$ cat config.mk
export PLATFORM = sky130hd
export DESIGN_NAME = alu_core
export DESIGN_NICKNAME = d
export VERILOG_FILES = /design/src/rtl/alu_pkg.sv /design/src/rtl/alu_datapath.sv /design/src/rtl/alu_core.sv
export SDC_FILE = /design/constraint.sdc
export NUM_CORES = 1
export LEC_CHECK = 0
export ABC_AREA = 1
export CAP_MARGIN = 25
export CORE_MARGIN = 2
export CORE_UTILIZATION = 45
export CTS_BUF_LIST = sky130_fd_sc_hd__clkbuf_8 sky130_fd_sc_hd__clkbuf_16
export DETAILED_ROUTE_END_ITERATION = 7
export SKIP_LAST_GASP = 1
export SLEW_MARGIN = 20
export SYNTH_ARGS = -nofsm -noshare
export SYNTH_HDL_FRONTEND = slang
export SYNTH_HIERARCHICAL = 1
export SYNTH_SLANG_ARGS = --single-unit
$ cat constraint.sdc
create_clock -name clk -period 4.3 [get_ports clk]
set_clock_uncertainty 0.15 [all_clocks]
set_input_delay 1.075 -clock clk [delete_from_list [all_inputs] [get_ports clk]]
set_output_delay 1.075 -clock clk [all_outputs]
set_load 0.005 [all_outputs]
$ cat src/rtl/alu_pkg.sv
// Shared command encodings, FSM states, flag bundle and command classification helpers.
package alu_pkg;

  localparam int unsigned CmdW          = 4;
  localparam int unsigned TimeoutCycles = 16;

  typedef enum logic [3:0] {
    ArAdd    = 4'd0,
    ArSub    = 4'd1,
    ArAddCin = 4'd2,
    ArSubCin = 4'd3,
    ArIncA   = 4'd4,
    ArDecA   = 4'd5,
    ArIncB   = 4'd6,
    ArDecB   = 4'd7,
    ArCmp    = 4'd8
  } arith_cmd_e;

  typedef enum logic [3:0] {
    LgAnd  = 4'd0,
    LgNand = 4'd1,
    LgOr   = 4'd2,
    LgNor  = 4'd3,
    LgXor  = 4'd4,
    LgXnor = 4'd5,
    LgNotA = 4'd6,
    LgNotB = 4'd7,
    LgShrA = 4'd8,
    LgShlA = 4'd9,
    LgShrB = 4'd10,
    LgShlB = 4'd11,
    LgRol  = 4'd12,
    LgRor  = 4'd13
  } logic_cmd_e;

  typedef logic state_t;
  localparam state_t StIdle = 1'b0;
  localparam state_t StWait = 1'b1;

  typedef struct packed {
    logic oflow;
    logic cout;
    logic g;
    logic l;
    logic e;
    logic err;
  } flags_t;

  function automatic logic cmd_illegal(logic mode, logic [CmdW-1:0] cmd);
    return mode ? (cmd > 4'd8) : (cmd > 4'd13);
  endfunction

  // Operand mask a command needs: bit 0 = OPA, bit 1 = OPB.
  function automatic logic [1:0] cmd_need(logic mode, logic [CmdW-1:0] cmd);
    logic [1:0] need;
    need = 2'b11;
    if (mode) begin
      if (cmd == ArIncA || cmd == ArDecA) need = 2'b01;
      if (cmd == ArIncB || cmd == ArDecB) need = 2'b10;
    end else begin
      if (cmd == LgNotA || cmd == LgShrA || cmd == LgShlA) need = 2'b01;
      if (cmd == LgNotB || cmd == LgShrB || cmd == LgShlB) need = 2'b10;
    end
    return need;
  endfunction

endpackage

$ cat src/rtl/alu_datapath.sv
// Purely combinational ALU: operands, command, mode and carry-in to a W+1 bit result and flags.
module alu_datapath
  import alu_pkg::*;
#(
  parameter int W = 8
) (
  input  logic [W-1:0]    opa,
  input  logic [W-1:0]    opb,
  input  logic            cin,
  input  logic            mode,
  input  logic [CmdW-1:0] cmd,
  output logic [W:0]      res,
  output flags_t          flags
);

  localparam int SW = $clog2(W);
  localparam logic [W:0] One = 1;

  logic [W:0]     a, b, c1;
  logic [SW-1:0]  amt;
  logic           rot_bad;
  logic [2*W-1:0] rot_dbl;

  always_comb begin
    a       = {1'b0, opa};
    b       = {1'b0, opb};
    c1      = {{W{1'b0}}, cin};
    amt     = opb[SW-1:0];
    rot_bad = |(opb >> SW);
    rot_dbl = {opa, opa};
    res     = '0;
    flags   = '0;
    if (mode) begin
      case (cmd)
        ArAdd:    begin res = a + b;      flags.cout  = res[W];     end
        ArSub:    begin res = a - b;      flags.oflow = (a < b);    end
        ArAddCin: begin res = a + b + c1; flags.cout  = res[W];     end
        ArSubCin: begin res = a - b - c1; flags.oflow = (a < b + c1); end
        ArIncA:   begin res = a + One;    flags.cout  = res[W];     end
        ArDecA:   begin res = a - One;    flags.oflow = (opa == '0); end
        ArIncB:   begin res = b + One;    flags.cout  = res[W];     end
        ArDecB:   begin res = b - One;    flags.oflow = (opb == '0); end
        ArCmp: begin
          flags.g = (opa > opb);
          flags.l = (opa < opb);
          flags.e = (opa == opb);
        end
        default:  flags.err = 1'b1;
      endcase
    end else begin
      case (cmd)
        LgAnd:  res = {1'b0, opa & opb};
        LgNand: res = {1'b0, ~(opa & opb)};
        LgOr:   res = {1'b0, opa | opb};
        LgNor:  res = {1'b0, ~(opa | opb)};
        LgXor:  res = {1'b0, opa ^ opb};
        LgXnor: res = {1'b0, ~(opa ^ opb)};
        LgNotA: res = {1'b0, ~opa};
        LgNotB: res = {1'b0, ~opb};
        LgShrA: res = {1'b0, opa >> 1};
        LgShlA: res = {1'b0, opa << 1};
        LgShrB: res = {1'b0, opb >> 1};
        LgShlB: res = {1'b0, opb << 1};
        // Rotates read a window out of {opa, opa}; out-of-range amounts flag an error.
        LgRol: begin
          if (rot_bad) flags.err = 1'b1;
          else         res = {1'b0, rot_dbl[(2*W-1-int'(amt)) -: W]};
        end
        LgRor: begin
          if (rot_bad) flags.err = 1'b1;
          else         res = {1'b0, rot_dbl[int'(amt) +: W]};
        end
        default: flags.err = 1'b1;
      endcase
    end
  end

endmodule

$ cat src/rtl/alu_core.sv
// ALU top: pairs split operands with a timeout FSM and registers results under clock enable.
module alu_core
  import alu_pkg::*;
#(
  parameter int W       = 8,
  parameter int N       = 4,
  parameter int TIMEOUT = TimeoutCycles
) (
  input  logic         clk,
  input  logic         RST,
  input  logic         CE,
  input  logic [W-1:0] OPA,
  input  logic [W-1:0] OPB,
  input  logic         Cin,
  input  logic         mode,
  input  logic [1:0]   inp_valid,
  input  logic [N-1:0] CMD,
  output logic [W:0]   RES,
  output logic         OFLOW,
  output logic         COUT,
  output logic         G,
  output logic         L,
  output logic         E,
  output logic         ERR
);

  localparam int CntW = $clog2(TIMEOUT + 1);

  state_t         state_q, state_d;
  logic [CntW-1:0] cnt_q, cnt_d;
  logic [W-1:0]   opa_q, opa_d, opb_q, opb_d;
  logic [1:0]     have_q, have_d;
  logic [N-1:0]   cmd_q, cmd_d;
  logic           mode_q, mode_d, cin_q, cin_d;
  logic [W:0]     res_q, res_d;
  flags_t         flg_q, flg_d;

  logic [W-1:0]   dp_opa, dp_opb;
  logic [N-1:0]   dp_cmd;
  logic           dp_mode, dp_cin, compute;
  logic [1:0]     need;
  logic [W:0]     dp_res;
  flags_t         dp_flags;

  alu_datapath #(.W(W)) u_datapath (
    .opa   (dp_opa),
    .opb   (dp_opb),
    .cin   (dp_cin),
    .mode  (dp_mode),
    .cmd   (dp_cmd),
    .res   (dp_res),
    .flags (dp_flags)
  );

  always_comb begin
    state_d = state_q;
    cnt_d   = cnt_q;
    opa_d   = opa_q;
    opb_d   = opb_q;
    have_d  = have_q;
    cmd_d   = cmd_q;
    mode_d  = mode_q;
    cin_d   = cin_q;
    res_d   = res_q;
    flg_d   = flg_q;
    dp_opa  = OPA;
    dp_opb  = OPB;
    dp_cmd  = CMD;
    dp_mode = mode;
    dp_cin  = Cin;
    compute = 1'b0;
    need    = cmd_need(mode, CMD);
    case (state_q)
      StIdle: begin
        if (inp_valid != 2'b00) begin
          if (cmd_illegal(mode, CMD)) begin
            res_d     = '0;
            flg_d     = '0;
            flg_d.err = 1'b1;
          end else if ((inp_valid & need) == need) begin
            compute = 1'b1;
          end else if (need == 2'b11) begin
            if (inp_valid[0]) opa_d = OPA;
            if (inp_valid[1]) opb_d = OPB;
            have_d  = inp_valid;
            cmd_d   = CMD;
            mode_d  = mode;
            cin_d   = Cin;
            cnt_d   = '0;
            state_d = StWait;
          end
          // A single-operand command offered only the other operand is dropped.
        end
      end
      default: begin
        dp_cmd  = cmd_q;
        dp_mode = mode_q;
        dp_cin  = cin_q;
        dp_opa  = inp_valid[0] ? OPA : opa_q;
        dp_opb  = inp_valid[1] ? OPB : opb_q;
        if ((inp_valid | have_q) == 2'b11) begin
          compute = 1'b1;
          state_d = StIdle;
        end else begin
          if (inp_valid[0]) opa_d = OPA;
          if (inp_valid[1]) opb_d = OPB;
          if (cnt_q == CntW'(TIMEOUT - 1)) begin
            res_d     = '0;
            flg_d     = '0;
            flg_d.err = 1'b1;
            cnt_d     = '0;
            state_d   = StIdle;
          end else begin
            cnt_d = cnt_q + CntW'(1);
          end
        end
      end
    endcase
    if (compute) begin
      res_d = dp_res;
      flg_d = dp_flags;
    end
  end

  always_ff @(posedge clk or negedge RST) begin
    if (!RST) begin
      state_q <= StIdle;
      cnt_q   <= '0;
      opa_q   <= '0;
      opb_q   <= '0;
      have_q  <= '0;
      cmd_q   <= '0;
      mode_q  <= 1'b0;
      cin_q   <= 1'b0;
      res_q   <= '0;
      flg_q   <= '0;
    end else if (CE) begin
      state_q <= state_d;
      cnt_q   <= cnt_d;
      opa_q   <= opa_d;
      opb_q   <= opb_d;
      have_q  <= have_d;
      cmd_q   <= cmd_d;
      mode_q  <= mode_d;
      cin_q   <= cin_d;
      res_q   <= res_d;
      flg_q   <= flg_d;
    end
  end

  assign RES   = res_q;
  assign OFLOW = flg_q.oflow;
  assign COUT  = flg_q.cout;
  assign G     = flg_q.g;
  assign L     = flg_q.l;
  assign E     = flg_q.e;
  assign ERR   = flg_q.err;

endmodule

==> results by group, run 1 <==
Cells and area
  • Fill cells: 1,394
  • Final net count: 1,332
  • Antenna cells: 0
  • Fin cells: 1,439
  • Layout cells sized above 1: 21.8%
  • Final core utilization: 61.1%
  • Area Growth Syn to Fin: 32.9%

GRT
  • GR Util met3: 8.16%
  • Initial antenna violation count: 0
  • GR Util met1: 44.3%
  • Vias in the first global route: 7,131
  • First-pass GRT wire length: around 38,000 um
  • GRT Residual Overflow: 0
  • Grt met2 use: 50.1%
  • GRT Total Usage: 32.3%
  • Most Crowded Layer GR: met2
  • Largest net degree at the start of global routing: 45

Detailed routing
  • WL per Instance: 16.9 um
  • DRT Pass-1 Iters: 7
  • Final wirelength: 24,300 um
  • Number of nets still failing antenna checks after routing: 0
  • Drt via density: 5.58
  • DR iter-0 viols: about 880
  • Post-route DRC: 0
  • Via count: roughly 8,000

CTS
  • Clk_lat worst skew: around 0.29 ns
  • CTS max path bufs: 2
  • H-tree Lvls: 2
  • Sinks on Clock Net: 45
  • Clock slew at reported path FFs: around 0.06 ns
  • Clock root cell: clkbuf_16
  • CTS tree: built
  • Cts bufs inserted: 5

Setup path
  • Worst R2R Path Depth: 19
  • Biggest fanout along the worst timing path: 10
  • CP Depth: 22
  • Worst setup EP type: flip-flop
  • Crit path buffers/inverters: 5
  • Slowest stage delay, CP: 0.55 ns
  • Family with the most delay on the worst path: simple AND/OR/NAND/NOR gates
  • Worst path most repeated cell: nand2_1
  • Worst Setup Path Type: in2reg
  • CP Cell Sequence: clkdlybuf4s50_1 -> inv_2 -> buf_6 -> nand2_1 -> o21ai_2 -> nand2_1 -> o21ai_4 -> buf_4 -> fa_2 -> buf_4 -> nand2_1 -> nor2_2 -> nand3_1 -> nor2_2 -> nand2_1 -> nand2_1 -> nand3_1 -> nand3_1 -> nand2_1 -> nand2_1 -> nand3_1 -> o21ai_1
  • CP required: 4.37 ns
  • WP data arrival: 4.22 ns
  • Critical Path Start Type: input port
  • Slowest cell on crit path: fa_2

Timing
  • Slew Viols, Final: 0
  • Final hold vios: 0
  • Worst Slack Setup Final: around 0.15 ns
  • Final number of setup-violating endpoints: 0
  • Worst slew pin tran: 0.579 ns
  • Fmax: 0.241 GHz
  • Rel. slew slack: 61.2%
  • RSZ-0062 raised after global routing: yes
  • Final worst path period share: 96.5%
  • Fin crit period: 4.15 ns
  • Total Neg Setup Slack: 0 ns

Pwr
  • Pwr/cell area: 522 mW/mm^2
  • Leakage: 4.19 nW
  • VDD IR max: 0.254 mV

Logic synthesis
  • Most used DFF post-synth: dfrtp_1
  • Post-synth top area cell: nand2_1
  • Share of synthesized registers carrying an async set or reset: 100%
  • Synth top area cells: nand2_1 21%, dfrtp_1 18%, nand3_1 9.6%, o21ai_0 9.2%, ha_1 8.6%
  • Mapped Cells: roughly 1,100
  • Avg Cell Area, Syn: 5.82 um^2
  • Distinct cells, synth: between 50 and 60
  • Post-Syn Nets: around 1,200
  • Most common cell in the netlist: nand2_1
  • Synth Cell Area: 0.00639 mm^2
  • Post-synth top cells: 356 x nand2_1, 122 x nand3_1, 118 x o21ai_0
  • Number of synthesized flops with an enable pin: 0
  • Synth Warn #: 6
  • Share of the synthesized area in the top cell type: 20.9%
  • FF+latch count, synth: 45
  • Seq/Total Area, Yosys: roughly 18%

Floorplanning
  • IO Count: 42
  • Die width: 123 um
  • Die Ht: ~120 um
  • Row count: 43
  • Core box area: between 0.01 and 0.015 mm^2
  • Die footprint: 0.0152 mm^2
  • Initial core utilization: a little under half

Place
  • GPL Wtd Cong: 1.05
  • Placed cells: 1,430
  • Post-DP HPWL: 19,400 um
  • Buffers on Ports: 41
  • Placement Setup Slack: -0.396 ns

Worst hold path
  • Hold Crit Class: reg2reg
  • Worst Hold Depth: 2

Run status
  • Outcome: finished, final reports clean

Run
  • Max cap viols: 0
state kept, by name (all words and copies together), names as in the netlist:
name,count
COUT,1
G,1
cmd_q,4
cnt_q,5
ERR,1
mode_q,1
cin_q,1
OFLOW,1
RES,9
L,1
opa_q,8
state_q,1
opb_q,8
have_q,2
E,1
path summary, 6_finish.rpt:
| kind | startpoint | slack (ns) | end |
|---|---|---|---|
| min in group asynchronous | RST | 0.63 | RES[7] |
| worst min-delay path | opb_q[0] | 0.32 | opb_q[0] |
| worst max register to register | state_q | 0.93 | RES[7] |
| max in group asynchronous | RST | 2.66 | opb_q[1] |
| worst max-delay path | inp_valid[1] | 0.15 | RES[7] |
| worst min register to register | opb_q[0] | 0.32 | opb_q[0] |
worst min-delay path: cells and delay by family, from the launching register on:
family           cells  cell delay (ns)
DFF                  1             0.34
and+or+nand+nor      2             0.10
cell usage in the layout, fill, tap and decap left out, drive strengths merged:
master	count
nor2	71
o21ai	139
xnor2	2
o31ai	1
or2	1
nand2	367
o211ai	5
o21a	8
ha	44
dfrtp	45
fa	2
a32o	1
a21o	1
nand3b	4
clkbuf	5
nand3	123
a221oi	5
xor2	6
nor3b	1
bufinv	1
nor4	6
o21bai	1
nand4	19
inv	123
o2111ai	3
clkinv	4
nor3	15
a21oi	31
a211o	1
o22a	1
buf	159
o221ai	3
mux2i	5
o22ai	16
clkdlybuf4s50	40
stage by stage:
stage | power, mW | cell area, um^2 | hold WS (ns)
after floorplan | 2.44 | 6390 | 0.292
after global placement | 3.69 | 7990 | 0.305
after detailed placement | 3.70 | 7990 | 0.309
after CTS | 4.18 | 8190 | 0.325
after global routing | 4.83 | 8490 | 0.349
final | 4.43 | 8490 | 0.320
layout make-up:
class,count,area (um^2),share of cell area (%)
sequential,45,1130,13.3
inverter,126,478,5.63
clock inverter,2,35.0,0.413
multi-input combinational,882,4870,57.4
clock buffer,5,125,1.47
timing repair buffer,199,1630,19.2
tap,180,225,2.65
timing repair:
item	CTS	global route
setup endpoints to repair	7	10
hold buffers	0	0
endpoints found under the hold margin	0	0
resized for setup	10	106
pin swaps	0	12
buffers inserted	0	2
layer usage:
metal	vias to the layer above	share of wire, %
met2	346	44
met3	58	9.0
li1	3978	-
met1	3647	44
met4	0	3.0
met5	-	0
power by group:
group,switching [mW],internal [mW],leakage [nW]
Sequential,0.0869,0.573,0.591
Combinational,1.99,1.35,3.52
Clock,0.167,0.270,0.0797
Total,2.24,2.19,4.19
cells by family after synthesis:
family | share of synthesized area (%)
multiplexers | 0.784
AO/OA/AOI/OAI | 19.0
flip-flops | 17.6
buffers and inverters | 11.1
adder cells (fa/ha/maj) | 9.25
XOR/XNOR | 1.10
AND/OR/NAND/NOR | 41.2
Note: power is estimated with default switching activity, not from simulation.
==> inputs of run 2 (changes only) <==
Settings changed: ABC_AREA 1 to unset, CORE_ASPECT_RATIO set to 0.7.
==> results by group, run 2 <==
Detailed routing
  • Final wirelength: 28,500 um (+18%)
  • Post-Route M1 WL: 12,300 um (+15%)
  • Via count: 7,492 (-6.7%)
  • DRT Pass-1 Iters: 5 (-2)
  • Met2 WL: 11,300 um (+6.6%)
  • Drt via density: 6.51 (+17%)
  • Number of nets still failing antenna checks after routing: 0 (unchanged)
  • DR iter-0 viols: 1,231 (+41%)
  • Post-route DRC: 0 (unchanged)
  • Top layer in use: met4
  • Met3 WL: 3850 um (+76%)
  • WL per Instance: 24.8 um (+47%)

Logic synthesis
  • Synth Area in Compound Gates: 26.3% (+7.3 points)
  • Post-synth top area cell: dfrtp_1
  • Avg Cell Area, Syn: 8.16 um^2 (+40%)
  • Most common cell in the netlist: nor2_1
  • Seq/Total Area, Yosys: 17.7% (+0.059 points)
  • Number of synthesized flops with an enable pin: 0 (unchanged)
  • Share of synthesized registers carrying an async set or reset: 100% (unchanged)
  • Post-synth top cells: 64 x nor2_1, 60 x nand2_1, 47 x mux2_2
  • Share of the synthesized area in the top cell type: 17.7% (-3.2 points)
  • Mapped Cells: 780 (-29%)
  • Synth Warn #: 6 (unchanged)
  • Synth top area cells: dfrtp_1 18%, ha_1 8.6%, mux2_2 8.3%, xnor2_1 5.4%, nor2_1 3.8%
  • Distinct cells, synth: 90 (+76%)
  • Post-Synth Adder-Cell Area: 9.28% (+0.031 points)
  • Largest family of logic cells by synthesized area: compound AO/OA/AOI/OAI gates
  • Post-Synth XOR/XNOR Area: 6.19% (+5.1 points)
  • Post-Syn Nets: 853 (-27%)
  • Post-Synth Simple-Gate Area: 20.0% (-21 points)
  • Most used DFF post-synth: dfrtp_1
  • Mux cell area share after synthesis: 14.5% (+14 points)
  • FF+latch count, synth: 45 (unchanged)
  • Synth Cell Area: 0.00636 mm^2 (-0.33%)

Timing
  • Final hold vios: 0 (unchanged)
  • Total Neg Setup Slack: 0 ns (unchanged)
  • Final worst path period share: 99.3% (+2.9 points)
  • Worst Slack Setup Final: 0.0286 ns (-0.123 ns)
  • Worst slew pin tran: 0.734 ns (+0.155 ns)
  • Slew Viols, Final: 0 (unchanged)
  • Rel. slew slack: 50.6% (-11 points)
  • Final number of setup-violating endpoints: 0 (unchanged)
  • Fmax: 0.234 GHz (-2.9%)
  • Fin crit period: 4.27 ns (+0.123 ns)

Floorplanning
  • Initial core utilization: 45.9% (-0.13 points)
  • Die Ht: 104 um (-16%)
  • IO Count: 42 (unchanged)
  • Row count: 36 (-16%)
  • Die footprint: 0.0151 mm^2 (-0.22%)
  • Core box area: 0.0139 mm^2 (about the same)
  • Die width: 146 um (+19%)

Cells and area
  • Final Cell Area: 0.00888 mm^2 (+4.7%)
  • Layout cells sized above 1: 35.8% (+14 points)
  • Max reg flops: 9 (unchanged)
  • Antenna cells: 0 (unchanged)
  • Most frequent cells in the layout: 183 x buf_4, 62 x nor2_1, 58 x nand2_1
  • Final net count: 1,032 (-23%)
  • Commonest non-fill, non-tap cell in the layout: buf_4
  • Area Growth Syn to Fin: 39.6%
  • Fill cells: 1,230 (-12%)

Setup path
  • Worst Setup Path Type: in2reg
  • WP data arrival: 4.32 ns (+0.10 ns)
  • CP required: 4.35 ns (-0.02 ns)
  • CP Cell Sequence: clkdlybuf4s50_1 -> mux2_2 -> buf_4 -> clkinvlp_4 -> o21ai_0 -> xnor2_1 -> o21ai_0 -> a222oi_1 -> a21boi_0 -> buf_4 -> o221ai_1 -> a22o_1
  • Worst setup EP type: flip-flop
  • Slowest stage delay, CP: 0.48 ns (-0.07 ns)
  • Critical Path Start Type: input port
  • Slowest cell on crit path: clkdlybuf4s50_1
  • Biggest fanout along the worst timing path: 40 (+30)

CTS
  • H-tree Lvls: 2 (unchanged)
  • CTS max path bufs: 2 (unchanged)
  • Clk_lat worst skew: 0.31 ns (+0.02 ns)
  • Sinks on Clock Net: 45 (unchanged)
  • Hold buffers post-CTS: 0 (unchanged)
  • Clock slew at reported path FFs: 0.08 ns (+0.02 ns)
  • Cts bufs inserted: 5 (unchanged)
  • CTS tree: built
  • Clock root cell: clkbuf_16

Run
  • Max cap viols: 0 (unchanged)

Pwr
  • Leakage: 3.74 nW (-11%)
  • Final Power: 4.50 mW (+1.6%)
  • VDD IR max: 0.284 mV (+12%)
  • Pwr/cell area: 506 mW/mm^2 (-3.0%)

GRT
  • Vias in the first global route: 7,275 (+2.0%)
  • First-pass GRT wire length: 43,700 um (+15%)
  • Initial antenna violation count: 0 (unchanged)
  • GRT Total Usage: 37.6% (+5.2 points)
  • GRT Residual Overflow: 0 (unchanged)
  • Largest net degree at the start of global routing: 54 (+20%)

Worst hold path
  • Hold Crit Class: reg2reg

Place
  • Buffers on Ports: 41 (unchanged)
  • Post-DP HPWL: 21,800 um (+13%)
  • GPL Wtd Cong: 1.03 (-1.1%)
  • Placement Setup Slack: -0.691 ns (-0.295 ns)
  • Post-Place Cell Area: 0.00818 mm^2 (+2.5%)

Run status
  • Outcome: finished, final reports clean
[run 2: worst max-delay path: cells and delay by family]
kind | cells | cell delay (ns)
AOI/OAI and AO/OA | 6 | 1.39
buffers and inverters | 4 | 1.43
muxes | 1 | 0.19
xor gates and xnor gates | 1 | 0.18
[run 2: per-layer routing]
layer / global-route usage (%) / vias to the layer above
li1: - / 3285
met3: 11.2 / 81
met4: 10.7 / 0
met1: 55.4 / 3588
met5: 0 / -
met2: 52.8 / 538
[run 2: metrics by stage]
| stage | utilization [%] | instances | hold WS, ns |
|---|---|---|---|
| floorplan | - | 780 | 0.302 |
| global placement | 59.0 | 1132 | 0.319 |
| detailed placement | 59.0 | 1132 | 0.321 |
| CTS | 62.0 | 1143 | 0.340 |
| global route | 64.0 | 1150 | 0.370 |
| finish | 64.0 | 1150 | 0.340 |
[run 2: cell type report]
type	instances	area, um^2	share of cell area (%)
Inverter	34	140	1.58
Multi-Input combinational cell	644	5340	60.1
Sequential cell	45	1130	12.7
Tap cell	190	238	2.68
Clock inverter	3	48.8	0.549
Timing Repair Buffer	229	1870	21.0
Clock buffer	5	125	1.41
[run 2: report_power, final]
| group | switching (mW) | internal [mW] | total (mW) |
|---|---|---|---|
| Combinational | 1.81 | 1.50 | 3.31 |
| Sequential | 0.108 | 0.584 | 0.692 |
| Clock | 0.213 | 0.280 | 0.493 |
| Total | 2.13 | 2.37 | 4.50 |
[run 2: cell families (layout without fill, tap and decap cells)]
kind of cell / Yosys count / in the layout
AO/OA/AOI/OAI: 236 / 236
buffers and inverters: 91 / 271
multiplexers: 73 / 73
adder cells (fa/ha/maj): 46 / 46
XOR/XNOR: 45 / 45
AND/OR/NAND/NOR: 244 / 244
flip-flops: 45 / 45
[run 2: path summary, 6_finish.rpt]
check                      depth (start not counted)       end  slack, ns      from
setup / recovery                                  12    RES[7]       0.03    CMD[1]
hold / removal                                     1  cmd_q[3]       0.34  cmd_q[3]
setup reg to reg                                  12    RES[7]       0.49   state_q
hold reg to reg                                    1  cmd_q[3]       0.34  cmd_q[3]
max in group asynchronous                          1  opa_q[0]       2.95       RST
min in group asynchronous                          1  cnt_q[1]       0.63       RST
[run 2: repair_timing]
action / 4_1_cts / 5_1_grt
gates cloned: 0 / 0
resized for setup: 50 / 49
setup buffers: 3 / 7
endpoints found under the setup margin: 9 / 9
pin swaps: 18 / 22
==> inputs of run 3 (changes only) <==
Settings changed: CORE_UTILIZATION 45 to 58, PLACE_DENSITY set to 0.78.
==> results by group, run 3 (synthesis gave the netlist of run 2 again) <==
GRT
  • GRT Residual Overflow: 0 (unchanged)
  • Vias in the first global route: 7,350 (+1.0%)
  • First-pass GRT wire length: 41,000 um (-6.2%)
  • GRT Total Usage: 45.4% (+7.8 points)
  • Initial antenna violation count: 0 (unchanged)
  • Largest net degree at the start of global routing: 54 (unchanged)

Timing
  • Final number of setup-violating endpoints: 0 (unchanged)
  • Rel. slew slack: 47.1% (-3.5 points)
  • Slew Viols, Final: 0 (unchanged)
  • Final hold vios: 0 (unchanged)
  • Fmax: 0.234 GHz (-0.16%)
  • RSZ-0062 raised after global routing: yes
  • Worst Slack Setup Final: 0.0217 ns (-0.00693 ns)
  • Worst slew pin tran: 0.786 ns (+0.0511 ns)
  • Final worst path period share: 99.5% (+0.16 points)
  • Fin crit period: 4.28 ns (+0.00693 ns)

Pwr
  • Power share of the clock group: 9.2% (-1.8 points)
  • Leakage: 3.64 nW (-2.6%)
  • Final Power: 4.38 mW (-2.6%)
  • Int Power: 2.28 mW (-3.5%)
  • Pwr/cell area: 508 mW/mm^2 (+0.40%)
  • Sequential Power Share: 16.0% (+0.6 points)
  • Sw Share: 47.9% (+0.48 points)
  • Gate power share: 74.8% (+1.1 points)
  • VDD IR max: 0.327 mV (+15%)
  • Switching power: 2.10 mW (-1.6%)

Run status
  • Violated checks: design-rule violations
  • Outcome: finished with violations

CTS
  • Hold buffers post-CTS: 0 (unchanged)
  • Clock slew at reported path FFs: 0.07 ns (about the same)
  • Clock root cell: clkbuf_16
  • CTS tree: built
  • Sinks on Clock Net: 45 (unchanged)
  • H-tree Lvls: 2 (unchanged)
  • CTS max path bufs: 2 (unchanged)
  • Cts bufs inserted: 5 (unchanged)
  • Clk_lat worst skew: 0.30 ns (about the same)

Setup path
  • Critical Path Start Type: input port
  • Biggest fanout along the worst timing path: 5 (-88%)
  • CP Cell Sequence: dlygate4sd2_1 -> nand2b_4 -> buf_6 -> mux2_4 -> buf_4 -> ha_1 -> ha_1 -> inv_1 -> ha_1 -> a21o_1 -> a21o_1 -> a21oi_1 -> o21ai_0 -> buf_4 -> a21oi_2 -> o311a_1 -> a22o_1
  • R2R Path Start: state_q
  • CP required: 4.39 ns (+0.04 ns)
  • Slowest cell on crit path: mux2_4
  • Family with the most delay on the worst path: compound AO/OA/AOI/OAI gates
  • Crit path buffers/inverters: 5 (+1)
  • Worst Setup Path Type: in2reg
  • Worst setup path startpoint: inp_valid[1]
  • Worst path most repeated cell: ha_1
  • WP data arrival: 4.36 ns (+0.04 ns)
  • Worst setup EP type: flip-flop
  • Slowest stage delay, CP: 0.33 ns (-0.15 ns)

Floorplanning
  • Die width: 129 um (-12%)
  • Die footprint: 0.0118 mm^2 (-22%)
  • Row count: 31 (-14%)
  • IO Count: 42 (unchanged)
  • Initial core utilization: 60.6% (+15 points)
  • Core box area: 0.0105 mm^2 (-24%)
  • Die Ht: 91.6 um (-11%)

Detailed routing
  • WL per Instance: 25.0 um (+0.65%)
  • Final wirelength: 27,500 um (-3.6%)
  • Post-route DRC: 12 (+12)
  • Number of nets still failing antenna checks after routing: 0 (unchanged)
  • DR iter-0 viols: 1,588 (+29%)
  • DRT Pass-1 Iters: 8 (+3)
  • Via count: 7,820 (+4.4%)
  • Drt via density: 7.10 (+9.0%)

Place
  • Placement Setup Slack: -0.639 ns (+0.0527 ns)
  • Post-DP HPWL: 20,200 um (-7.3%)
  • Post-Place Cell Area: 0.00804 mm^2 (-1.8%)
  • Buffers on Ports: 41 (unchanged)
  • GPL Wtd Cong: 1.10 (+6.5%)
  • Placed cells: 1,079 (-4.7%)

Cells and area
  • Max reg flops: 9 (unchanged)
  • Commonest non-fill, non-tap cell in the layout: buf_4
  • Area Growth Syn to Fin: 35.3%
  • Antenna cells: 0 (unchanged)
  • Final net count: 1,025 (-0.68%)
  • Most frequent cells in the layout: 179 x buf_4, 63 x nor2_1, 58 x nand2_1
  • Layout cells sized above 1: 34.1% (-1.7 points)
  • Final Cell Area: 0.00861 mm^2 (-3.0%)
  • Fin cells: 1,101 (-4.3%)

Run
  • Max cap viols: 0 (unchanged)

Worst hold path
  • Hold Crit Class: reg2reg
  • Hold path startpoint: RES[0]
## run 3: changes by cell type in the layout (fill, tap and decap cells not counted), sizes merged
cell	change
buf	-7
bufinv	-1
clkinv	+2
clkinvlp	-1
dlygate4sd2	+2
dlymetal6s2s	-2
## run 3: power by group through the flow
stage	combinational [mW]	sequential, mW	clock (mW)
after floorplan	1.67	0.661	0
after global placement	2.73	0.684	0
after detailed placement	2.82	0.703	0
after CTS	2.99	0.696	0.403
after global routing	3.41	0.714	0.429
final	3.28	0.702	0.402
## run 3: through the flow
step / TNS, ns / utilization [%] / hold WS (ns)
global route: -0.218 / 82.0 / 0.372
finish: 0 / 82.0 / 0.350
detailed placement: -4.71 / 76.4 / 0.335
global placement: -4.18 / 76.4 / 0.313
CTS: 0 / 80.7 / 0.355
floorplan: -0.0217 / - / 0.302
## run 3: area by class of cell
type	instances	area, um^2
Sequential cell	45	1130
Timing Repair Buffer	222	1780
Inverter	34	136
Tap cell	148	185
Clock buffer	5	125
Clock inverter	3	21.3
Fill cell	666	1900
Multi-Input combinational cell	644	5240
## run 3: path summary, 6_finish.rpt
path                            end  slack, ns  depth (start not counted)
setup / recovery              OFLOW       0.02                         17
min in group asynchronous  opb_q[3]       0.62                          1
hold reg to reg              RES[0]       0.35                          1
hold / removal               RES[0]       0.35                          1
setup reg to reg             RES[6]       0.42                         12
max in group asynchronous    RES[5]       2.96                          1
## run 3: what timing repair did
item,CTS,global route
setup buffers,11,3
pin swaps,16,9
endpoints found under the setup margin,8,6
resized for setup,50,21
## run 3: metal layers
layer  part of all wire (%)  global-route usage (%)  wire, um  up-vias
li1                       -                       -         -     3272
met1                     37                    59.3     10200     3613
met2                     41                    66.9     11200      740
met3                     17                    18.3      4580      195
met4                    5.6                    17.1      1540        0
met5                      0                       0         0        -
